File: config.mk
export PLATFORM = sky130hd
export DESIGN_NAME = pc_ctrl
export DESIGN_NICKNAME = d
export VERILOG_FILES = /design/src/rtl/pc_ctrl.sv
export SDC_FILE = /design/constraint.sdc
export NUM_CORES = 1
export LEC_CHECK = 0
export CELL_PAD_IN_SITES_DETAIL_PLACEMENT = 0
export CELL_PAD_IN_SITES_GLOBAL_PLACEMENT = 1
export CORE_UTILIZATION = 49
export DETAILED_ROUTE_END_ITERATION = 10
export DONT_BUFFER_PORTS = 1
export PLACE_DENSITY = 0.78
export SYNTH_ARGS = -nofsm -noshare
export SYNTH_HDL_FRONTEND = slang
export SYNTH_SLANG_ARGS = --single-unit
File: constraint.sdc
create_clock -name CLOCK -period 8.1 [get_ports CLOCK]
set_input_delay 2.43 -clock CLOCK [delete_from_list [all_inputs] [get_ports CLOCK]]
set_output_delay 2.43 -clock CLOCK [all_outputs]
set_load 0.01 [all_outputs]
File: src/rtl/pc_ctrl.sv
// pc_ctrl: program-counter controller for the fetch stage.
//
// Holds the current fetch address and selects the next one. The choices,
// highest priority first, are: trap vector, stall (hold), return (pop from
// the internal return-address stack), call (push PC+STEP, go to target),
// absolute jump, PC-relative branch, and sequential PC+STEP.
//
// Ports:
//   CLOCK          rising-edge clock
//   RESET          asynchronous active-high reset
//   STALL          hold PC, RAS and flags (TRAP overrides it)
//   TRAP/TRAP_VEC  redirect to the trap vector; the RAS is not touched
//   BR_TAKEN       take the PC-relative branch PC+BR_OFFSET
//   BR_OFFSET      two's-complement byte offset
//   JUMP           absolute jump to JUMP_TARGET
//   CALL           push PC+STEP and go to JUMP_TARGET
//   RET            pop the RAS and go to the popped address
//   JUMP_TARGET    target for JUMP and CALL
//   PC             registered current fetch address
//   NPC            value PC takes at the next edge (combinational)
//   RAS_COUNT      number of valid RAS entries
//   MISALIGN       one-cycle pulse: last accepted redirect target was misaligned
//   RAS_UNDERFLOW  sticky: a RET was issued while the RAS was empty
module pc_ctrl #(
  parameter int               WIDTH      = 32,
  parameter logic [WIDTH-1:0] RESET_VEC  = '0,
  parameter int               STEP       = 4,
  parameter int               ALIGN_BITS = 2,
  parameter int               RAS_DEPTH  = 4
) (
  input  logic                       CLOCK,
  input  logic                       RESET,
  input  logic                       STALL,
  input  logic                       TRAP,
  input  logic [WIDTH-1:0]           TRAP_VEC,
  input  logic                       BR_TAKEN,
  input  logic [WIDTH-1:0]           BR_OFFSET,
  input  logic                       JUMP,
  input  logic                       CALL,
  input  logic                       RET,
  input  logic [WIDTH-1:0]           JUMP_TARGET,
  output logic [WIDTH-1:0]           PC,
  output logic [WIDTH-1:0]           NPC,
  output logic [$clog2(RAS_DEPTH):0] RAS_COUNT,
  output logic                       MISALIGN,
  output logic                       RAS_UNDERFLOW
);

  localparam int               PTR_W      = $clog2(RAS_DEPTH);
  localparam int               CNT_W      = PTR_W + 1;
  localparam logic [WIDTH-1:0] STEP_V     = WIDTH'(STEP);
  localparam logic [CNT_W-1:0] DEPTH_V    = CNT_W'(RAS_DEPTH);
  localparam logic [WIDTH-1:0] ALIGN_MASK = WIDTH'((64'd1 << ALIGN_BITS) - 64'd1);

  // Clear the low ALIGN_BITS of a redirect target.
  function automatic logic [WIDTH-1:0] align_target(input logic [WIDTH-1:0] t);
    return t & ~ALIGN_MASK;
  endfunction

  // Any of the low ALIGN_BITS set.
  function automatic logic is_misaligned(input logic [WIDTH-1:0] t);
    return |(t & ALIGN_MASK);
  endfunction

  logic [WIDTH-1:0] cur_pc;
  logic [WIDTH-1:0] ras [RAS_DEPTH];
  // wr_ptr is the slot the next push writes; the top entry sits one below.
  // When the stack is full that slot holds the oldest entry, so a push
  // naturally overwrites it.
  logic [PTR_W-1:0] wr_ptr;
  logic [CNT_W-1:0] count;
  logic             misalign;
  logic             underflow;

  logic [WIDTH-1:0] seq_pc;
  logic [WIDTH-1:0] br_sum;
  logic [PTR_W-1:0] top_idx;
  logic [WIDTH-1:0] ras_top;
  logic             ras_empty;

  logic [WIDTH-1:0] raw_target;
  logic             redirect;
  logic             hold;
  logic             do_push;
  logic             do_pop;
  logic             do_replace;
  logic             uf_set;
  logic [WIDTH-1:0] next_pc;
  logic             next_misalign;

  // Both sums wrap modulo 2^WIDTH; the carry is simply dropped.
  assign seq_pc    = cur_pc + STEP_V;
  assign br_sum    = cur_pc + BR_OFFSET;
  assign top_idx   = wr_ptr - PTR_W'(1);
  assign ras_top   = ras[top_idx];
  assign ras_empty = (count == '0);

  always_comb begin
    raw_target = seq_pc;
    redirect   = 1'b0;
    hold       = 1'b0;
    do_push    = 1'b0;
    do_pop     = 1'b0;
    do_replace = 1'b0;
    uf_set     = 1'b0;
    if (TRAP) begin
      raw_target = TRAP_VEC;
      redirect   = 1'b1;
    end else if (STALL) begin
      hold = 1'b1;
    end else if (RET) begin
      if (!ras_empty) begin
        raw_target = ras_top;
        redirect   = 1'b1;
        // RET+CALL swaps the top entry in place instead of pop-then-push.
        if (CALL) do_replace = 1'b1;
        else      do_pop     = 1'b1;
      end else begin
        uf_set = 1'b1;
        // Empty-stack RET+CALL degrades to a plain CALL; lone RET falls through.
        if (CALL) begin
          raw_target = JUMP_TARGET;
          redirect   = 1'b1;
          do_push    = 1'b1;
        end
      end
    end else if (CALL) begin
      raw_target = JUMP_TARGET;
      redirect   = 1'b1;
      do_push    = 1'b1;
    end else if (JUMP) begin
      raw_target = JUMP_TARGET;
      redirect   = 1'b1;
    end else if (BR_TAKEN) begin
      raw_target = br_sum;
      redirect   = 1'b1;
    end

    if (hold)          next_pc = cur_pc;
    else if (redirect) next_pc = align_target(raw_target);
    else               next_pc = seq_pc;
    next_misalign = redirect && is_misaligned(raw_target);
  end

  always_ff @(posedge CLOCK or posedge RESET) begin
    if (RESET) begin
      cur_pc    <= RESET_VEC;
      wr_ptr    <= '0;
      count     <= '0;
      misalign  <= 1'b0;
      underflow <= 1'b0;
      for (int i = 0; i < RAS_DEPTH; i++) ras[i] <= '0;
    end else begin
      cur_pc   <= next_pc;
      // A stall yields no redirect, so MISALIGN reads 0 while stalled.
      misalign <= next_misalign;
      if (uf_set) underflow <= 1'b1;
      if (do_push) begin
        ras[wr_ptr] <= seq_pc;
        wr_ptr      <= wr_ptr + PTR_W'(1);
        if (count != DEPTH_V) count <= count + CNT_W'(1);
      end
      if (do_pop) begin
        wr_ptr <= wr_ptr - PTR_W'(1);
        count  <= count - CNT_W'(1);
      end
      if (do_replace) ras[top_idx] <= seq_pc;
    end
  end

  assign PC            = cur_pc;
  assign NPC           = next_pc;
  assign RAS_COUNT     = count;
  assign MISALIGN      = misalign;
  assign RAS_UNDERFLOW = underflow;

endmodule

Word-level counts from Yosys, hierarchy flattened. Cells that the tools add are included.

Register bits after elaboration: 167. Logic and storage cells: 83.

Add/subtract/negate cells: 6. Magnitude comparators: 4. Equality and inequality tests: 1. Mux-type cells: 53. Bitwise logic cells: 2. Reduce and logical (&&, ||, !) cells: 8.

Operators by type and width (count): $mux 32 (14); $bwmux 128 (2); $mux 128 (2); $demux 32 s2 (2); $bmux 32 s2 (1); $add 32x3->32 const B (1); $add 32x32->32 (1); $mux 1 (27); $mux 3 (3); $ge 3x3->1 const B (2); $lt 3x1->1 const B (2); $not 2->3 (2); $mux 2 (2); $reduce_bool 2->1 (2); $add 3x1->3 const B (1); $logic_and 1x1->1 (3); $logic_not 3->1 (1); $ne 3x3->1 const B (1); $sub 3x1->3 const B (1); $add 2x1->2 const B (1); $reduce_and 2->1 (1); $reduce_or 2->1 (1); $sub 2x1->2 const B (1).

Depth between registers and ports, before layout.
Word-level depth: 11. Mapped depth: 14. Depth with buffers taken out: 11.

Least setup slack after synthesis. Ideal clock, no wire load.

Kind: input -> output. Start: input port BR_OFFSET[0]. End: output port NPC[24]. Data arrival time: 4646 ps. Required time: 5670 ps. Slack: 1024 ps. Cell stages on the path: 11. Path buffers: 0. Cells stage by stage: ha_1 > fa_1 > a21oi_1 > o211a_1 > nor3_2 > o211ai_2 > a21oi_1 > o21ai_0 > xor2_1 > o2111a_1 > a211oi_1.

Cells in the longest elaborated chain, start to end: 9.

Ends and longest elaborated chain: from (decl) (RTL line 37) `input logic [WIDTH-1:0] BR_OFFSET,`; $add 32x32->32 (RTL line 93) `assign br_sum = cur_pc + BR_OFFSET;`; $mux 32 (RTL line 134) `end else if (BR_TAKEN) begin`; $mux 32 (RTL line 131) `end else if (JUMP) begin`; $mux 32 (RTL line 127) `end else if (CALL) begin`; $mux 32 (RTL line 111) `end else if (RET) begin`; $mux 32 (RTL line 109) `end else if (STALL) begin`; $mux 32 (RTL line 106) `if (TRAP) begin`; $mux 32 (RTL line 140) `else if (redirect) next_pc = align_target(raw_target);`; $mux 32 (RTL line 139) `if (hold) next_pc = cur_pc;`; to (decl) (RTL line 43) `output logic [WIDTH-1:0] NPC,`.

No other way between the ends.

Final worst setup path. Ends and elaborated chain as after synthesis.

==> impl_metrics.json <==
{
  "status": "finished clean",
  "hold_depth": 1,
  "ctsResizeCount": 0,
  "place.gp.congestion": 0.950,
  "dp_hpwl_um": 27300,
  "final_layout_size_suffix_gt1_share_pct": 9.83,
  "dieArea_um2": 23700,
  "synth-edff-count": 0,
  "overflow": 0,
  "nets": 1401,
  "io_buffer_count": 0,
  "power_mw": 4.31,
  "crit_top_cell": "a21oi_1",
  "avgSynthCellArea_um2": 8.61,
  "clock-skew-final_ns": 0.0156,
  "fp-row-count": 55,
  "cts_root_buffer": "clkbuf_16",
  "rsz0062_at_grt": "no",
  "dr.first_iter.drc_count": 1154,
  "synth_area_leader_cell": "dfrtp_1",
  "hold_path.class": "reg -> reg",
  "synth_top_area_share_pct": 37.0,
  "reg2reg_depth": 11,
  "syn_inst": 1314,
  "num_io_pins": 173,
  "numCtsBuffers": 17,
  "synth_area_leaders": "dfrtp_1 37%, a21oi_1 9.4%, nor2_1 6.2%, mux4_2 6.0%, ha_1 4.0%",
  "tritoncts": "built",
  "grt_pass1_wl_um": 58600,
  "ctsHoldBuffers": 0,
  "ys_seq_area_share_pct": 37.0,
  "insertion_delay_ns": 0.44,
  "slowest_stage": "fa_1",
  "grtUsageTotal_pct": 32.8,
  "ys_seq_elements": 167,
  "grt_antenna_before_repair": 0,
  "synth.distinct_cells": 85,
  "slew_headroom_pct": 35.4,
  "tightest_slew_ns": 0.969,
  "drv_slew": 0,
  "final-hold-violation-count": 0,
  "finalCritPeriodShare_pct": 95.4,
  "cp.arrival_ns": 5.30,
  "period_minus_slack_ns": 7.73,
  "cts_htree_levels": 4,
  "path_max_fanout": 4,
  "critPathBufInv": 0,
  "firstDrtPassIters": 6,
  "path_delay_family": "compound AO/OA/AOI/OAI gates",
  "hold_end": "ras[90]",
  "grt_max_degree": 92,
  "worst_ep_required_time_ns": 5.67,
  "layout_commonest_cell": "a21oi_1",
  "critical_path_class": "in -> out",
  "clock-sinks": 167,
  "routed_wl_um": 38400,
  "fmax_mhz": 129,
  "r2r_end": "PC[24]",
  "async_reset_ff_share_pct": 100,
  "crit_path_cell_trace": "ha_1 -> fa_1 -> a21oi_1 -> o211a_1 -> nor3_2 -> o211ai_2 -> a21oi_1 -> o21ai_0 -> xor2_1 -> o2111a_1 -> a211oi_1",
  "synth_area_um2": 11300,
  "stdcell_area_um2": 12100,
  "finalSetupViolations": 0,
  "antenna_cells": 0,
  "cts_setup_buffers": 0,
  "ant_nets": 0,
  "worstSetupStartpointType": "input port",
  "num_vias": 10113,
  "cellPowerDensity_nw_per_um2": 356,
  "wire_per_inst_um": 24.7,
  "cts_buffer_depth": 2,
  "tns_ns": 0,
  "clk_pin_slew_ns": 0.08,
  "drcViolationCount": 0,
  "via_per_inst": 6.50,
  "r2r_slack_ns": 4.45,
  "ir_drop_uv": 160,
  "timing.hold.ws_ns": 0.514,
  "crit_path_end_kind": "output port",
  "max_stage_delay_ns": 0.45,
  "core-area_um2": 22600,
  "yosysWarningCount": 0,
  "area_growth_pct": 7.16,
  "synthFlopType": "dfrtp_1",
  "hold_start": "ras[90]",
  "die_h_um": 154,
  "grt_pass1_vias": 9613,
  "most-common-layout-cells": "209 x a21oi_1, 188 x nor2_1, 166 x dfrtp_1",
  "cap_viol_max_count": 0,
  "die_x_um": 154,
  "timing.rr.start": "PC[0]",
  "syn_nets": 1456,
  "start_util_pct": 50.0,
  "p_leak_nw": 4.98,
  "place_area_um2": 11500
}
## state kept, by name, summed over array words and instances (netlist names)
signal,count
ras,128
wr_ptr,2
RAS_COUNT,3
MISALIGN,1
RAS_UNDERFLOW,1
PC,32
## stage by stage
stage / utilization (%) / instances / setup slack [ns]
floorplan: - / 1314 / 1.02
global placement: 50.6 / 1525 / 0.488
detailed placement: 50.6 / 1525 / 0.465
CTS: 53.5 / 1557 / 0.434
global route: 53.5 / 1557 / 0.324
finish: 53.5 / 1557 / 0.369
## per-layer routing
layer | up-vias | share of wire, % | track usage [%] | routed length [um]
li1 | 4625 | - | - | -
met1 | 4940 | 45 | 47.8 | 17200
met2 | 482 | 44 | 49.5 | 17100
met3 | 66 | 7.8 | 5.52 | 3010
met4 | 0 | 3.0 | 10.8 | 1160
met5 | - | 0 | 0 | 0
## synthesized netlist by cell type (13+ instances only)
master and instances:
xor2_1 18, and3_1 14, dfrtp_1 167, nand3_1 33
mux4_2 30, o21ai_0 69, clkbuf_1 61, a31oi_1 13
nor3_1 20, nor2_1 188, ha_1 36, mux2_2 16
xnor2_1 42, a21oi_1 213, inv_1 34, buf_2 22
a21o_1 22, nand2_1 109
## final cells by class
| cell class | instances | area (um2) |
|---|---|---|
| Timing Repair Buffer | 15 | 113 |
| Sequential cell | 167 | 4180 |
| Fill cell | 2115 | 10500 |
| Multi-Input combinational cell | 1023 | 6680 |
| Inverter | 35 | 136 |
| Clock inverter | 15 | 231 |
| Clock buffer | 17 | 425 |
| Tap cell | 285 | 357 |
## kinds of logic after synthesis
group	Yosys count	share of synthesized area (%)
flops	167	37.0
simple gates	428	17.2
fa+ha+maj	38	4.34
compound gates	437	23.4
mux	57	8.54
xor+xnor	63	5.08
buf+inv	124	4.46
## worst max-delay path by stage
stage                       from       to  slack, ns  cells past startpoint
floorplan           BR_OFFSET[0]  NPC[24]       1.02                     11
global placement    BR_OFFSET[0]  NPC[24]       0.49                     11
detailed placement  BR_OFFSET[0]  NPC[24]       0.46                     11
CTS                 BR_OFFSET[0]  NPC[24]       0.43                     11
global route        BR_OFFSET[0]  NPC[28]       0.32                     11
finish              BR_OFFSET[0]  NPC[24]       0.37                     11
## worst register-to-register path, delay by kind of cell, from the launching register on
| family | cells | cell delay, ns |
|---|---|---|
| and+or+nand+nor | 1 | 0.08 |
| DFF | 1 | 0.53 |
| xor gates and xnor gates | 1 | 0.15 |
| AOI/OAI and AO/OA | 7 | 1.99 |
| adders and majority gates | 2 | 0.74 |
## where the power goes
part	internal, mW	switching [mW]	total [mW]
clock network	0.446	0.475	0.920
registers	1.18	0.280	1.46
logic	0.818	1.11	1.93
No activity file was read; power rests on OpenSTA's default activity.
